--- src/rtl/sram_access_sequencer_if.sv ---
// ============================================================================
// Module  : sram_access_sequencer_if
// Brief   : Request/response handshake plus async-SRAM pin bundle.
// Revision: 1.0
// ============================================================================
`default_nettype none

interface sram_access_sequencer_if #(
  parameter int DATA_W = 16,
  parameter int ADDR_W = 20
);
  localparam int NB = DATA_W / 8;

  logic              req_valid;
  logic              req_ready;
  logic              req_we;
  logic [ADDR_W-1:0] req_addr;
  logic [DATA_W-1:0] req_wdata;
  logic [NB-1:0]     req_be;
  logic              rsp_valid;
  logic [DATA_W-1:0] rsp_rdata;
  logic              wr_done;

  logic [ADDR_W-1:0] SRAM_ADDR;
  logic [DATA_W-1:0] SRAM_DQ_out;
  logic [DATA_W-1:0] SRAM_DQ_in;
  logic              SRAM_DQ_oe;
  logic              SRAM_CE_N;
  logic              SRAM_OE_N;
  logic              SRAM_WE_N;
  logic [NB-1:0]     SRAM_BE_N;

  modport master (
    output req_valid, req_we, req_addr, req_wdata, req_be, SRAM_DQ_in,
    input  req_ready, rsp_valid, rsp_rdata, wr_done,
    input  SRAM_ADDR, SRAM_DQ_out, SRAM_DQ_oe, SRAM_CE_N, SRAM_OE_N,
    input  SRAM_WE_N, SRAM_BE_N
  );

  modport slave (
    input  req_valid, req_we, req_addr, req_wdata, req_be, SRAM_DQ_in,
    output req_ready, rsp_valid, rsp_rdata, wr_done,
    output SRAM_ADDR, SRAM_DQ_out, SRAM_DQ_oe, SRAM_CE_N, SRAM_OE_N,
    output SRAM_WE_N, SRAM_BE_N
  );
endinterface

`default_nettype wire

--- src/rtl/sram_access_sequencer.sv ---
// ============================================================================
// Module  : sram_access_sequencer
// Brief   : Registered async-SRAM read/write sequencer with programmable waits.
// Revision: 1.0
// ============================================================================
`default_nettype none

module sram_access_sequencer #(
  parameter int DATA_W      = 16,
  parameter int ADDR_W      = 20,
  parameter int WAIT_STATES = 1
) (
  input  wire logic              clk,
  input  wire logic              rst_n,
  input  wire logic              hold,
  sram_access_sequencer_if.slave bus
);
  localparam int         NB     = DATA_W / 8;
  localparam logic [3:0] c_wait = 4'(WAIT_STATES);

  typedef enum logic [1:0] {
    ST_IDLE    = 2'd0,
    ST_ACCESS  = 2'd1,
    ST_RECOVER = 2'd2
  } state_t;

  state_t            r_state, w_state_nxt;
  logic [3:0]        r_cnt, w_cnt_nxt;
  logic              r_we, w_we_nxt;
  logic [NB-1:0]     r_be, w_be_nxt;
  logic [ADDR_W-1:0] r_addr, w_addr_nxt;
  logic [DATA_W-1:0] r_dq_out, w_dq_out_nxt;
  logic [DATA_W-1:0] r_rdata, w_rdata_nxt;
  logic              r_dq_oe, w_dq_oe_nxt;
  logic              r_ce_n, w_ce_n_nxt;
  logic              r_oe_n, w_oe_n_nxt;
  logic              r_we_n, w_we_n_nxt;
  logic [NB-1:0]     r_be_n, w_be_n_nxt;
  logic              r_rsp_valid, w_rsp_valid_nxt;
  logic              r_wr_done, w_wr_done_nxt;
  logic [DATA_W-1:0] w_rd_mask;
  logic              w_ready;
  logic              w_accept;

  // Ready is also gated by reset so nothing is offered while rst_n is low.
  assign w_ready  = (r_state == ST_IDLE) && !hold && rst_n;
  assign w_accept = w_ready && bus.req_valid;

  for (genvar i = 0; i < NB; i++) begin : g_mask
    assign w_rd_mask[8*i +: 8] = {8{r_be[i]}};
  end

  always_comb begin
    w_state_nxt     = r_state;
    w_cnt_nxt       = r_cnt;
    w_we_nxt        = r_we;
    w_be_nxt        = r_be;
    w_addr_nxt      = r_addr;
    w_dq_out_nxt    = r_dq_out;
    w_rdata_nxt     = r_rdata;
    w_dq_oe_nxt     = 1'b0;
    w_ce_n_nxt      = 1'b1;
    w_oe_n_nxt      = 1'b1;
    w_we_n_nxt      = 1'b1;
    w_be_n_nxt      = '1;
    w_rsp_valid_nxt = 1'b0;
    w_wr_done_nxt   = 1'b0;

    case (r_state)
      ST_IDLE: begin
        if (w_accept) begin
          w_state_nxt  = ST_ACCESS;
          w_cnt_nxt    = c_wait;
          w_we_nxt     = bus.req_we;
          w_be_nxt     = bus.req_be;
          w_addr_nxt   = bus.req_addr;
          w_dq_out_nxt = bus.req_wdata;
          w_ce_n_nxt   = 1'b0;
          if (bus.req_we) begin
            w_we_n_nxt  = 1'b0;
            w_dq_oe_nxt = 1'b1;
            w_be_n_nxt  = ~bus.req_be;
          end else begin
            w_oe_n_nxt  = 1'b0;
            w_be_n_nxt  = '0;
          end
        end
      end
      ST_ACCESS: begin
        if (r_cnt == 4'd0) begin
          // Strobes drop here; the write data keeps driving one more cycle for hold time.
          w_state_nxt = ST_RECOVER;
          w_dq_oe_nxt = r_we;
          if (r_we) begin
            w_wr_done_nxt = 1'b1;
          end else begin
            w_rsp_valid_nxt = 1'b1;
            w_rdata_nxt     = bus.SRAM_DQ_in & w_rd_mask;
          end
        end else begin
          w_cnt_nxt  = r_cnt - 4'd1;
          w_ce_n_nxt = 1'b0;
          if (r_we) begin
            w_we_n_nxt  = 1'b0;
            w_dq_oe_nxt = 1'b1;
            w_be_n_nxt  = ~r_be;
          end else begin
            w_oe_n_nxt  = 1'b0;
            w_be_n_nxt  = '0;
          end
        end
      end
      ST_RECOVER: begin
        w_state_nxt = ST_IDLE;
      end
      default: begin
        w_state_nxt = ST_IDLE;
      end
    endcase
  end

  always_ff @(posedge clk or negedge rst_n) begin
    if (!rst_n) begin
      r_state     <= ST_IDLE;
      r_cnt       <= '0;
      r_we        <= 1'b0;
      r_be        <= '0;
      r_addr      <= '0;
      r_dq_out    <= '0;
      r_rdata     <= '0;
      r_dq_oe     <= 1'b0;
      r_ce_n      <= 1'b1;
      r_oe_n      <= 1'b1;
      r_we_n      <= 1'b1;
      r_be_n      <= '1;
      r_rsp_valid <= 1'b0;
      r_wr_done   <= 1'b0;
    end else begin
      r_state     <= w_state_nxt;
      r_cnt       <= w_cnt_nxt;
      r_we        <= w_we_nxt;
      r_be        <= w_be_nxt;
      r_addr      <= w_addr_nxt;
      r_dq_out    <= w_dq_out_nxt;
      r_rdata     <= w_rdata_nxt;
      r_dq_oe     <= w_dq_oe_nxt;
      r_ce_n      <= w_ce_n_nxt;
      r_oe_n      <= w_oe_n_nxt;
      r_we_n      <= w_we_n_nxt;
      r_be_n      <= w_be_n_nxt;
      r_rsp_valid <= w_rsp_valid_nxt;
      r_wr_done   <= w_wr_done_nxt;
    end
  end

  assign bus.req_ready   = w_ready;
  assign bus.rsp_valid   = r_rsp_valid;
  assign bus.rsp_rdata   = r_rdata;
  assign bus.wr_done     = r_wr_done;
  assign bus.SRAM_ADDR   = r_addr;
  assign bus.SRAM_DQ_out = r_dq_out;
  assign bus.SRAM_DQ_oe  = r_dq_oe;
  assign bus.SRAM_CE_N   = r_ce_n;
  assign bus.SRAM_OE_N   = r_oe_n;
  assign bus.SRAM_WE_N   = r_we_n;
  assign bus.SRAM_BE_N   = r_be_n;

endmodule

`default_nettype wire

--- src/flat_wrapper.sv ---
// flat-port wrapper written by rule: the top's interface ports become plain ports
module sram_access_sequencer_flat 
#(
  parameter int DATA_W      = 16,
  parameter int ADDR_W      = 20,
  parameter int WAIT_STATES = 1
)
  (clk, rst_n, hold, bus_req_valid, bus_req_we, bus_req_addr, bus_req_wdata, bus_req_be, bus_SRAM_DQ_in, bus_req_ready, bus_rsp_valid, bus_rsp_rdata, bus_wr_done, bus_SRAM_ADDR, bus_SRAM_DQ_out, bus_SRAM_DQ_oe, bus_SRAM_CE_N, bus_SRAM_OE_N, bus_SRAM_WE_N, bus_SRAM_BE_N);
  sram_access_sequencer_if #(.DATA_W(DATA_W), .ADDR_W(ADDR_W)) bus_i ();
  input  wire logic clk;
  input  wire logic rst_n;
  input  wire logic hold;
  input wire logic [$bits(bus_i.req_valid)-1:0] bus_req_valid;
  input wire logic [$bits(bus_i.req_we)-1:0] bus_req_we;
  input wire logic [$bits(bus_i.req_addr)-1:0] bus_req_addr;
  input wire logic [$bits(bus_i.req_wdata)-1:0] bus_req_wdata;
  input wire logic [$bits(bus_i.req_be)-1:0] bus_req_be;
  input wire logic [$bits(bus_i.SRAM_DQ_in)-1:0] bus_SRAM_DQ_in;
  output wire logic [$bits(bus_i.req_ready)-1:0] bus_req_ready;
  output wire logic [$bits(bus_i.rsp_valid)-1:0] bus_rsp_valid;
  output wire logic [$bits(bus_i.rsp_rdata)-1:0] bus_rsp_rdata;
  output wire logic [$bits(bus_i.wr_done)-1:0] bus_wr_done;
  output wire logic [$bits(bus_i.SRAM_ADDR)-1:0] bus_SRAM_ADDR;
  output wire logic [$bits(bus_i.SRAM_DQ_out)-1:0] bus_SRAM_DQ_out;
  output wire logic [$bits(bus_i.SRAM_DQ_oe)-1:0] bus_SRAM_DQ_oe;
  output wire logic [$bits(bus_i.SRAM_CE_N)-1:0] bus_SRAM_CE_N;
  output wire logic [$bits(bus_i.SRAM_OE_N)-1:0] bus_SRAM_OE_N;
  output wire logic [$bits(bus_i.SRAM_WE_N)-1:0] bus_SRAM_WE_N;
  output wire logic [$bits(bus_i.SRAM_BE_N)-1:0] bus_SRAM_BE_N;
  assign bus_i.req_valid = bus_req_valid;
  assign bus_i.req_we = bus_req_we;
  assign bus_i.req_addr = bus_req_addr;
  assign bus_i.req_wdata = bus_req_wdata;
  assign bus_i.req_be = bus_req_be;
  assign bus_i.SRAM_DQ_in = bus_SRAM_DQ_in;
  assign bus_req_ready = bus_i.req_ready;
  assign bus_rsp_valid = bus_i.rsp_valid;
  assign bus_rsp_rdata = bus_i.rsp_rdata;
  assign bus_wr_done = bus_i.wr_done;
  assign bus_SRAM_ADDR = bus_i.SRAM_ADDR;
  assign bus_SRAM_DQ_out = bus_i.SRAM_DQ_out;
  assign bus_SRAM_DQ_oe = bus_i.SRAM_DQ_oe;
  assign bus_SRAM_CE_N = bus_i.SRAM_CE_N;
  assign bus_SRAM_OE_N = bus_i.SRAM_OE_N;
  assign bus_SRAM_WE_N = bus_i.SRAM_WE_N;
  assign bus_SRAM_BE_N = bus_i.SRAM_BE_N;
  sram_access_sequencer #(.DATA_W(DATA_W), .ADDR_W(ADDR_W), .WAIT_STATES(WAIT_STATES)) u_core (.clk(clk), .rst_n(rst_n), .hold(hold), .bus(bus_i));
endmodule
--- config.mk ---
export PLATFORM = sky130hd
export DESIGN_NAME = sram_access_sequencer_flat
export DESIGN_NICKNAME = d
export VERILOG_FILES = /design/src/rtl/sram_access_sequencer_if.sv /design/src/rtl/sram_access_sequencer.sv /design/src/flat_wrapper.sv
export SDC_FILE = /design/constraint.sdc
export NUM_CORES = 1
export LEC_CHECK = 0
export BUFFER_PORTS_ARGS = -buffer_cell sky130_fd_sc_hd__buf_2
export CORE_MARGIN = 5
export CORE_UTILIZATION = 47
export DETAILED_ROUTE_END_ITERATION = 10
export PLACE_DENSITY = 0.79
export REMOVE_ABC_BUFFERS = 1
export SETUP_SLACK_MARGIN = 0.05
export SLEW_MARGIN = 20
export SYNTH_ARGS = -nofsm -noshare
export SYNTH_HDL_FRONTEND = slang
export SYNTH_SLANG_ARGS = --single-unit
--- constraint.sdc ---
create_clock -name clk -period 2.6 [get_ports clk]
set_input_delay 0 -clock clk [delete_from_list [all_inputs] [get_ports clk]]
set_output_delay 0 -clock clk [all_outputs]
set_load 0.005 [all_outputs]
# Yosys cells after proc, flatten, opt, wreduce, memory -nomap -nowiden
# Index checks and enable logic that the tools add are counted.
[totals]
regBits = 69
out_inout_bits = 61
word_cells = 65
[op_classes]
add_sub_neg = 1
eq_ne = 4
muxes = 31
bitwise = 4
n_reduce_logical = 11
[op_table]
columns = ["op", "n"]
rows = [
  ["16-bit AND", 1],
  ["1-bit 2-to-1 mux", 16],
  ["2-bit 2-to-1 mux", 6],
  ["4-bit 2-to-1 mux", 2],
  ["1-bit case mux with 2 select lines", 4],
  ["2-bit case mux with 2 select lines", 2],
  ["4-bit case mux with 2 select lines", 1],
  ["3-bit AND reduction", 2],
  ["4-bit zero test", 1],
  ["2-bit by 1-bit inequality test with 1-bit output (second input constant)", 2],
  ["2-bit NOT", 2],
  ["2-bit AND reduction", 2],
  ["4-bit by 1-bit subtractor with 4-bit output (second input constant)", 1],
  ["1-bit logical AND", 3],
  ["2-bit by 1-bit == test with 1-bit output (second input constant)", 1],
  ["2-bit zero test", 1],
  ["2-bit inequality test (second input constant)", 1],
  ["2-bit nonzero test", 1],
  ["1-bit zero test", 1],
  ["1-bit NOT", 1],
]

# Depth between registers and ports, before layout
# Gate-level depths: netlist (run 1).
[logic_depth]
word_depth = 6
ltp_mapped = 8

# Worst setup path after synthesis (run 1)
# No wires, ideal clock.
[synth_path]
kind = "register -> register"
startpoint = "reg u_core.r_cnt[0]"
endpoint = "reg u_core.r_rdata[10] (netlist: u_core.bus.rsp_rdata[10])"
setup_ps = 76
arrival_time_ps = 1794
slack_ps = 730
path_stages_with_launch = 9
period_less_slack_ps = 1870
cell_sequence = "dfrtp_1 inv_1 ha_1 or3b_1 clkbuf_1 or3_1 clkbuf_2 buf_6 o21ai_1"
[synth_via]
elab_chain_len = 2
[synth_lines]
columns = ["item", "line_no", "text"]
rows = [
  ["start, declared", "sram_access_sequencer.sv:28", "logic [3:0] r_cnt, w_cnt_nxt;"],
  ["start signal, assigned", "sram_access_sequencer.sv:140", "r_cnt <= w_cnt_nxt;"],
  ["4-bit zero test", "sram_access_sequencer.sv:90", "if (r_cnt == 4'd0) begin"],
  ["3-bit AND reduction (no line)", "-", ""],
  ["end signal, assigned", "sram_access_sequencer.sv:145", "r_rdata <= w_rdata_nxt;"],
  ["end, declared", "sram_access_sequencer.sv:33", "logic [DATA_W-1:0] r_rdata, w_rdata_nxt;"],
]
# Every way passes these cells.
# A chain may end at the register's enable or synchronous reset.

# Worst setup path in the final report (run 1)
[layout_path]
startpoint = "reg u_core.r_cnt[0]"
endpoint = "reg u_core.r_rdata[0] (netlist: u_core.bus.rsp_rdata[0])"
# Same word-level chain as after synthesis.

==> metrics.cfg, run 1 <==
[outcome]
status = completed

[worst_setup_path]
start_kind = register
crit_fanout = 17
worstPathCellList = inv_1 > ha_1 > or3b_1 > or3_1 > o21ai_0
end_kind = register
required_ns = 2.84
worst-path-buf-inv = 1
cpPeakStageDelay_ns = 0.61
cp.arrival_ns = 2.23
critical_path.top_delay_family = simple AND/OR/NAND/NOR gates
crit_path_top_delay_cell = or3_1
worstSetupPathType = register to register
reg2reg_slack_ns = 0.61

[power]
power_leakage_uw = 0.00214
netSwitchingFraction_pct = 32.8
p_clk_share_pct = 20.8
ir_drop_v = 0.000643
p_per_area_nw_per_um2 = 1070
net-switching-power_uw = 1490
p_int_uw = 3040
seq_power_share_pct = 43.7
comb_power_share_pct = 35.5

[clock_tree]
cts.clk_slew.worst_paths_ns = 0.07
ctsResizeCount = 0
htree_num_levels = 3
cts_tree = yes
cts.sinks = 69
clk_latency_ns = 0.33
cts_root_buf = clkbuf_8
cts_buffers = 9
cts.path.max_buffers = 2

[sta]
hold_viol = 0
skew_ns = 0.0113
maxSlewHeadroom_pct = 42.6
final_max_slew_viol_count = 0
setup_viol = 0
fin_crit_sh_pct = 76.6
tightest_slew_ns = 0.860
whs_ns = 0.0335
tns_ns = 0
max_freq_ghz = 0.502
rsz0062_at_grt = false
fin_crit_ns = 1.99

[floorplanning]
die_h_um = 87.7
pin_count = 120
design.core.area_um2 = 5890
die_area_um2 = 7680
start_util_pct = 48.2
placementRows = 28
fp.dieW_um = 87.7

[detailed_routing]
met1_length_um = 2990
ant_nets = 0
top_layer = met4
drt-total-wl_um = 7680
drc = 0
vias = 2373
met2RoutedLength_um = 4100
wl_per_cell_um = 16.4
wl_met3_um = 462
viasPerCell = 5.07
first_pass_iters = 4
first_iter_violations = 120

[flow_run]
maxCapViolations = 0

[synthesis]
avgSynthCellArea_um2 = 13.2
ys_ff_latch = 69
ys_warn_count = 0
synth_cell_types = 34
ys_seq_area_share_pct = 61.1
synthCells = 214
synth-async-reset-ratio_pct = 100
synth_flop_cell = dfrtp_1
synth_edf_count = 0
synth_area_um2 = 2830

[global_route]
grt_pass1_wl_um = 12300
grt_usage_pct = 20.7
grt_overflow_total = 0
grt_pass1_vias = 2548
grt_start_max_net_pins = 71
antenna_found_initial = 0

[place]
numPortBuffers = 119
placed_area_um2 = 3470
dp_hpwl_um = 4810
gp_congestion = 0.818

[finish]
final_common_cell = buf_2
layout.cells.most_common_list = buf_2 (119), dfrtp_1 (64), dlygate4sd3_1 (54), nand2_1 (20)
area_growth_syn_to_layout_pct = 49.2
fin_nets = 448
drive_gt1_share_pct = 46.6
diodes = 0
final_core_util_pct = 71.8
stdcell_area_um2 = 4230
fillers = 437

[min_path]
hold_class = input port to register

-- routing by layer --
layer  global-route usage (%)  vias to the layer above
met5                        0                        -
met2                     37.5                       90
met4                     8.23                        0
met1                     24.2                     1170
li1                         -                     1100
met3                     3.86                       13
-- worst min-delay path, stage by stage --
cell     delay [ns]
buf_2          0.14
nand3_1        0.12
nand2_1        0.06
-- Yosys cell counts (2+ instances only) --
library cell  instances  area [um^2]
o221ai_1              2         17.5
a21oi_1               2         10.0
o21ai_1               9         45.0
and3_1                2         12.5
nor2_1                3         11.3
nand2_1              20         75.1
dfstp_2               5          131
nor3_1                2         10.0
dfrtp_1              64         1600
buf_1                 3         11.3
o21ai_0              11         55.1
buf_6                 4         45.0
a21o_1                3         22.5
mux2_4               18          270
inv_1                 5         18.8
o31ai_1              16          120
clkbuf_1              6         22.5
nand3_1               5         25.0
mux2_2               18          203
mux2i_1               2         20.0
-- power groups by stage --
stage | Clock, uW | Sequential, uW | Combinational [uW]
global placement | 0 | 1950 | 1480
finish | 943 | 1980 | 1610
detailed placement | 0 | 1980 | 1540
global route | 1010 | 2040 | 1780
CTS | 963 | 1970 | 1610
floorplan | 0 | 1970 | 764
-- layout make-up --
type | count | area [um^2] | share of cell area, %
Clock inverter | 6 | 87.6 | 2.07
Timing Repair Buffer | 178 | 1170 | 27.8
Sequential cell | 69 | 1730 | 41.0
Tap cell | 75 | 93.8 | 2.22
Clock buffer | 10 | 128 | 3.02
Inverter | 6 | 23.8 | 0.562
Multi-Input combinational cell | 124 | 988 | 23.4
-- repair_timing --
action | in CTS | in global routing
hold buffers | 54 | 0
buffers inserted | 0 | 0
hold endpoints to repair | 117 | 0
-- registers in the layout (all words and copies together) (netlist names) --
name and count:
u_core.bus.wr_done 1, u_core.r_we 1, u_core.bus.SRAM_DQ_out 16, u_core.bus.rsp_valid 1, u_core.bus.SRAM_WE_N 1, u_core.r_state 2
u_core.r_cnt 4, u_core.r_be 2, u_core.bus.SRAM_DQ_oe 1, u_core.bus.SRAM_OE_N 1, u_core.bus.rsp_rdata 16, u_core.bus.SRAM_ADDR 20
u_core.bus.SRAM_BE_N 2, u_core.bus.SRAM_CE_N 1
-- cells by family (layout without fill, tap and decap cells) --
group,count (synthesis),in the layout,share of synthesized area [%]
AOI/OAI and AO/OA,45,45,10.1
muxes,38,38,17.4
adders and majority gates,1,1,0.441
buffers and inverters,21,200,3.97
and+or+nand+nor,40,40,6.93
DFF,69,69,61.1
-- path summary, 6_finish.rpt --
check	startpoint	depth (start not counted)	endpoint
hold reg to reg	u_core.bus.SRAM_ADDR[3]$_DFFE_PN0P_	1	u_core.bus.SRAM_ADDR[3]$_DFFE_PN0P_
min in group asynchronous	rst_n	3	u_core.bus.rsp_rdata[10]$_DFFE_PN0P_
hold / removal	bus_req_valid	3	u_core.r_we$_DFFE_PN0P_
setup reg to reg	u_core.r_cnt[0]$_DFFE_PN0P_	5	u_core.bus.rsp_rdata[0]$_DFFE_PN0P_
max in group asynchronous	rst_n	3	u_core.bus.SRAM_ADDR[12]$_DFFE_PN0P_
setup / recovery	u_core.r_cnt[0]$_DFFE_PN0P_	5	u_core.bus.rsp_rdata[0]$_DFFE_PN0P_
-- per-stage QoR --
step                      worst slack, ns  total power, uW  std cells
final                               0.608             4530        468
after global routing                0.497             4830        468
after CTS                           0.613             4540        468
after detailed placement            0.636             3520        398
after global placement              0.742             3430        398
after floorplan                     0.509             2730        199
Note: power is estimated with default switching activity, not from simulation.
==> run 2: changes to the inputs <==
--- a/config.mk
+++ b/config.mk
@@ -5,6 +5,7 @@
 export SDC_FILE = /design/constraint.sdc
 export NUM_CORES = 1
 export LEC_CHECK = 0
+export ABC_AREA = 1
 export BUFFER_PORTS_ARGS = -buffer_cell sky130_fd_sc_hd__buf_2
 export CORE_MARGIN = 5
 export CORE_UTILIZATION = 47
==> constraint.sdc (replaced) <==
create_clock -name clk -period 2 [get_ports clk]
set_input_delay 0 -clock clk [delete_from_list [all_inputs] [get_ports clk]]
set_output_delay 0 -clock clk [all_outputs]
set_load 0.005 [all_outputs]
==> run 2 against run 1 <==
- first-iteration DRC count stayed put
- flip-flop and latch count stayed put
- clock power is 17% higher
- total power is 18% higher
- critical path depth is 2 higher
- largest power group unchanged
==> metrics.cfg, run 2 <==
[worst_setup_path]
start_kind = register
cpPeakStageDelay_ns = 0.39  ; -0.22 ns
cp.arrival_ns = 1.82  ; -0.41 ns
worstSetupPathType = register to register
crit_path_top_delay_cell = dfrtp_1
required_ns = 2.20  ; -0.64 ns
cpMostUsedCell = nand2_1
critical_path.top_delay_family = simple AND/OR/NAND/NOR gates
crit_start = u_core.r_cnt[0]$_DFFE_PN0P_
worstPathCellList = inv_1 > ha_1 > nand2_1 > nor2_4 > nand2_4 > nand2_1 > o21ai_2
rr_worst_depth = 7  ; +2
crit_fanout = 33  ; +16
reg2reg_from = u_core.r_cnt[0]$_DFFE_PN0P_
end_kind = register
worst-path-buf-inv = 1  ; unchanged
worst-path-stages = 7  ; +2

[floorplanning]
start_util_pct = 48.3  ; +0.16 points
design.core.area_um2 = 5920  ; +0.60%
pin_count = 120  ; unchanged
placementRows = 28  ; unchanged
die_h_um = 88.0  ; +0.41%
fp.dieW_um = 88.0  ; +0.41%
die_area_um2 = 7750  ; +0.82%

[detailed_routing]
drt-total-wl_um = 7100  ; -7.6%
wl_met3_um = 573  ; +24%
met1_length_um = 2870  ; -4.1%
first_pass_iters = 4  ; unchanged
top_layer = met4
first_iter_violations = 120  ; unchanged
wl_per_cell_um = 12.7  ; -23%
vias = 2550  ; +7.5%
drc = 0  ; unchanged
met2RoutedLength_um = 3480  ; -15%
ant_nets = 0  ; unchanged
viasPerCell = 4.56  ; -10%

[clock_tree]
cts_buffers = 9  ; unchanged
post_cts_buffers = 0  ; unchanged
htree_num_levels = 3  ; unchanged
cts_tree = yes
cts.sinks = 69  ; unchanged
cts_root_buf = clkbuf_8
clk_latency_ns = 0.33  ; about the same
cts.clk_slew.worst_paths_ns = 0.07  ; about the same
cts.path.max_buffers = 2  ; unchanged

[sta]
setup_viol = 0  ; unchanged
maxSlewHeadroom_pct = 45.0  ; +2.3 points
worst_slack_ns = 0.383  ; -0.226 ns
fin_crit_ns = 1.62  ; -0.374 ns
hold_viol = 0  ; unchanged
fin_crit_sh_pct = 80.9  ; +4.3 points
rsz0062_at_grt = false
max_freq_ghz = 0.618  ; +23%
final_max_slew_viol_count = 0  ; unchanged
tightest_slew_ns = 0.825  ; -0.0352 ns
whs_ns = 0.0795  ; +0.0460 ns
skew_ns = 0.0115  ; +0.000107 ns

[synthesis]
synth_area_leaders = dfrtp_1 (56%), nand2_1 (10%), o21ai_1 (7.9%), inv_1 (6.4%), dfstp_2 (4.6%)
synth-async-reset-ratio_pct = 100  ; unchanged
synth_most_common_cell = nand2_1
ys_seq_area_share_pct = 60.6  ; -0.56 points
synth_cell_types = 24  ; -29%
ys_warn_count = 0  ; unchanged
synth_edf_count = 0  ; unchanged
synthCells = 305  ; +43%
synthTopCellsByCount = nand2_1 (80), dfrtp_1 (64), inv_1 (49)
avgSynthCellArea_um2 = 9.38  ; -29%
synth_area_um2 = 2860  ; +0.93%
ys_ff_latch = 69  ; unchanged
synth_flop_cell = dfrtp_1
synth_top_area_share_pct = 56.0  ; -0.52 points
synth_top_area_cell = dfrtp_1

[finish]
fin_cells = 559  ; +19%
area_growth_syn_to_layout_pct = 47.2
largest_reg_flops = 20  ; unchanged
diodes = 0  ; unchanged
final_common_cell = buf_2
drive_gt1_share_pct = 32.4  ; -14 points
layout.cells.most_common_list = buf_2 (119), nand2_1 (80), dfrtp_1 (64), dlygate4sd3_1 (56), inv_1 (49)
fin_nets = 540  ; +21%

[flow_run]
maxCapViolations = 0  ; unchanged

[place]
dp_cells = 488  ; +23%
dp_slack_ns = 0.427  ; -0.208 ns
gp_congestion = 0.787  ; -3.8%
numPortBuffers = 119  ; unchanged
dp_hpwl_um = 4460  ; -7.3%

[outcome]
status = completed

[min_path]
hold_depth = 3  ; unchanged
hold_class = input port to register
hp-start = bus_req_valid

[power]
ir_drop_v = 0.000725  ; +13%
power_leakage_uw = 0.00232  ; +8.2%
p_per_area_nw_per_um2 = 1270  ; +19%

[global_route]
grt_overflow_total = 0  ; unchanged
grt_usage_pct = 19.9  ; -0.79 points
grt_start_max_net_pins = 70  ; -1.4%
antenna_found_initial = 0  ; unchanged
grt_pass1_wl_um = 11900  ; -3.6%
grt_pass1_vias = 2652  ; +4.1%

==> run 2: cell types whose count changed in the layout (fill, tap and decap cells not counted), moves of 4 or more <==
cell / previous run / this run
nand2_1: 20 / 80
inv_1: 5 / 49
o21ai_1: 9 / 45
mux2_2: 18 / 0
mux2_4: 18 / 0
o31ai_1: 16 / 0
o21ai_2: 0 / 10
nor2_1: 3 / 11
o21ai_0: 11 / 7
==> run 2: kinds of logic after synthesis <==
family / after synthesis / synth area share, %
AOI/OAI and AO/OA: 63 / 12.3
adders and majority gates: 1 / 0.437
buffers and inverters: 63 / 10.4
DFF: 69 / 60.6
and+or+nand+nor: 109 / 16.2
==> run 2: area by class of cell <==
type | instances | area, um^2
tap | 75 | 93.8
clock buffer | 14 | 163
clock inverter | 1 | 30.0
inverter | 49 | 184
fill | 437 | 1710
multi-input combinational | 173 | 830
timing repair buffer | 178 | 1180
sequential | 69 | 1730
==> run 2: what timing repair did <==
item	CTS	global route
hold endpoints to repair	119	0
gates resized for setup	0	0
hold buffers	56	0
endpoints found under the setup margin	0	0
==> run 2: where the power goes <==
part / internal [uW] / leakage, uW / switching [uW]
clock: 640 / 0.0000968 / 459
combinational: 871 / 0.00135 / 957
sequential: 2050 / 0.000873 / 389
==> run 2: per-stage QoR <==
stage	setup TNS [ns]	util, %	total power (uW)	cell area (um^2)
2_1_floorplan	-0.497	-	3310	2750
3_3_place_gp	0	58.4	4110	3460
3_5_place_dp	0	58.4	4190	3460
4_1_cts	0	71.1	5390	4210
5_1_grt	0	71.1	5800	4210
6_report	0	71.1	5360	4210
==> run 2: worst paths after layout <==
| kind | to | slack [ns] |
|---|---|---|
| max | u_core.bus.rsp_rdata[11]$_DFFE_PN0P_ | 0.38 |
| min | u_core.r_be[0]$_DFFE_PN0P_ | 0.08 |
| max reg2reg | u_core.bus.rsp_rdata[11]$_DFFE_PN0P_ | 0.38 |
| min reg2reg | u_core.bus.rsp_rdata[15]$_DFFE_PN0P_ | 0.48 |
| max in group asynchronous | u_core.bus.SRAM_DQ_out[3]$_DFFE_PN0P_ | 1.05 |
| min in group asynchronous | u_core.bus.rsp_rdata[3]$_DFFE_PN0P_ | 0.42 |
==> run 2: worst reg2reg max path, stage by stage (launching register included) <==
cell and delay, ns:
dfrtp_1 0.39, inv_1 0.10, ha_1 0.20, nand2_1 0.17, nor2_4 0.18, nand2_4 0.23
nand2_1 0.16, o21ai_2 0.06
==> run 2: metal layers <==
metal | up-vias | GRT usage (%)
li1 | 1296 | -
met1 | 1142 | 23.5
met2 | 93 | 34.5
met3 | 19 | 4.33
met4 | 0 | 9.89
met5 | - | 0
==> run 3: changes to the inputs <==
==> constraint.sdc (replaced) <==
create_clock -name clk -period 1.59 [get_ports clk]
set_input_delay 0 -clock clk [delete_from_list [all_inputs] [get_ports clk]]
set_output_delay 0 -clock clk [all_outputs]
set_load 0.005 [all_outputs]
==> run 3 against run 2 <==
- total power grew 25%
- die area is the same
- cell count grew 0.72%
- maximum frequency grew 10%
- flip-flop and latch count is the same
- global-route usage shrank 0.19 points
- sequential share of layout area shrank 0.55 points
- register-to-register slack lost 0.26 ns
- highest routed layer unchanged
==> metrics.cfg, run 3 (synthesis gave the netlist of run 2 again) <==
[detailed_routing]
vias = 2592  ; +1.6%
first_pass_iters = 4  ; unchanged
drt-total-wl_um = 7460  ; +5.1%
wl_per_cell_um = 13.3  ; +4.4%
ant_nets = 0  ; unchanged
first_iter_violations = 106  ; -12%
drc = 0  ; unchanged
viasPerCell = 4.60  ; +0.92%

[global_route]
grt_overflow_total = 0  ; unchanged
grt_usage_pct = 19.8  ; -0.19 points
grt_pass1_wl_um = 11800  ; -0.52%
grt_pass1_vias = 2664  ; +0.45%
antenna_found_initial = 0  ; unchanged
grt_start_max_net_pins = 70  ; unchanged

[power]
power_leakage_uw = 0.00233  ; +0.52%
finalPower_uw = 6680  ; +25%
p_int_uw = 4290  ; +21%
ir_drop_v = 0.00104  ; +43%
netSwitchingFraction_pct = 35.8  ; +2.1 points
net-switching-power_uw = 2390  ; +32%
p_clk_share_pct = 17.5  ; -3.0 points
seq_power_share_pct = 45.7  ; +0.3 points
p_per_area_nw_per_um2 = 1570  ; +23%
comb_power_share_pct = 36.8  ; +2.7 points

[sta]
tightest_slew_ns = 0.837  ; +0.0118 ns
hold_viol = 0  ; unchanged
setup_viol = 0  ; unchanged
skew_ns = 0.00875  ; -0.00270 ns
max_freq_ghz = 0.682  ; +10%
maxSlewHeadroom_pct = 44.2  ; -0.79 points
fin_crit_ns = 1.47  ; -0.152 ns
final_max_slew_viol_count = 0  ; unchanged
tns_ns = 0  ; unchanged
fin_crit_sh_pct = 92.2  ; +11 points
whs_ns = 0.0722  ; -0.00730 ns
rsz0062_at_grt = false

[min_path]
holdPathEnd = u_core.r_be[0]$_DFFE_PN0P_
hold_depth = 3  ; unchanged
hold_class = input port to register
hp-start = bus_req_valid

[clock_tree]
cts_buffers = 9  ; unchanged
cts_root_buf = clkbuf_8
cts.clk_slew.worst_paths_ns = 0.07  ; about the same
clk_latency_ns = 0.33  ; about the same
cts.sinks = 69  ; unchanged
cts_tree = yes
cts.path.max_buffers = 2  ; unchanged
htree_num_levels = 3  ; unchanged

[worst_setup_path]
worstSetupPathType = register to register
cp.arrival_ns = 1.68  ; -0.14 ns
reg2reg_from = u_core.r_cnt[0]$_DFFE_PN0P_
required_ns = 1.80  ; -0.40 ns
timing.rr.end = u_core.bus.rsp_rdata[11]$_DFFE_PN0P_
start_kind = register
reg2reg_slack_ns = 0.12  ; -0.26 ns
crit_fanout = 17  ; -48%
rr_worst_depth = 8  ; +1
end_kind = register

[floorplanning]
design.core.area_um2 = 5920  ; unchanged
die_area_um2 = 7750  ; unchanged
fp.dieW_um = 88.0  ; unchanged
pin_count = 120  ; unchanged
die_h_um = 88.0  ; unchanged
placementRows = 28  ; unchanged
start_util_pct = 48.3  ; unchanged

[finish]
final_common_cell = buf_2
diodes = 0  ; unchanged
fin_nets = 543  ; +0.56%
drive_gt1_share_pct = 33.4  ; +0.96 points
largest_reg_flops = 20  ; unchanged
layout.cells.most_common_list = buf_2 (119), nand2_1 (79), dfrtp_1 (64), dlygate4sd3_1 (56), inv_1 (49)
final_core_util_pct = 72.1  ; +0.97 points
fillers = 452  ; +3.4%
area_growth_syn_to_layout_pct = 49.3

[place]
dp_hpwl_um = 4510  ; +1.1%
gp_congestion = 0.736  ; -6.4%
numPortBuffers = 119  ; unchanged

[flow_run]
maxCapViolations = 0  ; unchanged

[outcome]
status = completed

[run 3: worst max path at each step]
stage / slack (ns) / cells after the start / start / end
finish: 0.12 / 8 / u_core.r_cnt[0]$_DFFE_PN0P_ / u_core.bus.rsp_rdata[11]$_DFFE_PN0P_
global route: 0.03 / 8 / u_core.r_cnt[1]$_DFFE_PN0P_ / u_core.bus.rsp_rdata[4]$_DFFE_PN0P_
CTS: 0.07 / 7 / u_core.r_cnt[0]$_DFFE_PN0P_ / u_core.bus.rsp_rdata[11]$_DFFE_PN0P_
detailed placement: 0.03 / 7 / u_core.r_cnt[0]$_DFFE_PN0P_ / u_core.bus.rsp_rdata[11]$_DFFE_PN0P_
global placement: 0.11 / 7 / u_core.r_cnt[0]$_DFFE_PN0P_ / u_core.bus.rsp_rdata[14]$_DFFE_PN0P_
floorplan: -0.52 / 4 / u_core.r_state[0]$_DFFE_PN0P_ / u_core.bus.SRAM_BE_N[0]$_DFF_PN1_
[run 3: repair_timing]
item	in CTS	in global routing
hold endpoints to repair	119	0
resized for setup	1	3
gates cloned	0	1
pin swaps	0	1
hold buffers	56	0
endpoints found under the setup margin	16	19
setup buffers	0	1
[run 3: layout make-up]
type | instances | area [um^2] | share of cell area, %
flip-flops and latches | 69 | 1730 | 40.6
repair buffers | 180 | 1230 | 28.8
multi-input cells | 174 | 868 | 20.3
inverters | 49 | 184 | 4.31
clock buffers | 11 | 131 | 3.08
well taps | 75 | 93.8 | 2.20
clock inverters | 5 | 27.5 | 0.645
[run 3: metal layers]
| metal | track usage [%] | vias up | wire (um) |
|---|---|---|---|
| li1 | - | 1301 | - |
| met1 | 22.4 | 1183 | 2930 |
| met2 | 35.8 | 93 | 3840 |
| met3 | 4.23 | 15 | 552 |
| met4 | 8.52 | 0 | 138 |
| met5 | 0 | - | 0 |
[run 3: power by group through the flow]
stage               logic (uW)  registers [uW]  clock network [uW]
global placement          2140            3040                   0
CTS                       2370            3040                1210
floorplan                 1080            3090                   0
global route              2760            3160                1260
detailed placement        2250            3040                   0
finish                    2460            3060                1170
[run 3: stage by stage]
stage | cell area [um^2] | worst slack (ns) | instances
finish | 4270 | 0.125 | 563
detailed placement | 3490 | 0.0281 | 489
CTS | 4220 | 0.0677 | 561
global route | 4270 | 0.0299 | 563
global placement | 3490 | 0.114 | 489
floorplan | 2750 | -0.518 | 291
[run 3: critical path, cell delays in order (launching register included)]
cell and delay [ns]:
dfrtp_1 0.39, inv_1 0.10, ha_1 0.21, nand2_2 0.12
nor2_4 0.14, buf_12 0.13, nand2_8 0.09, nand2_1 0.11
o21ai_2 0.06
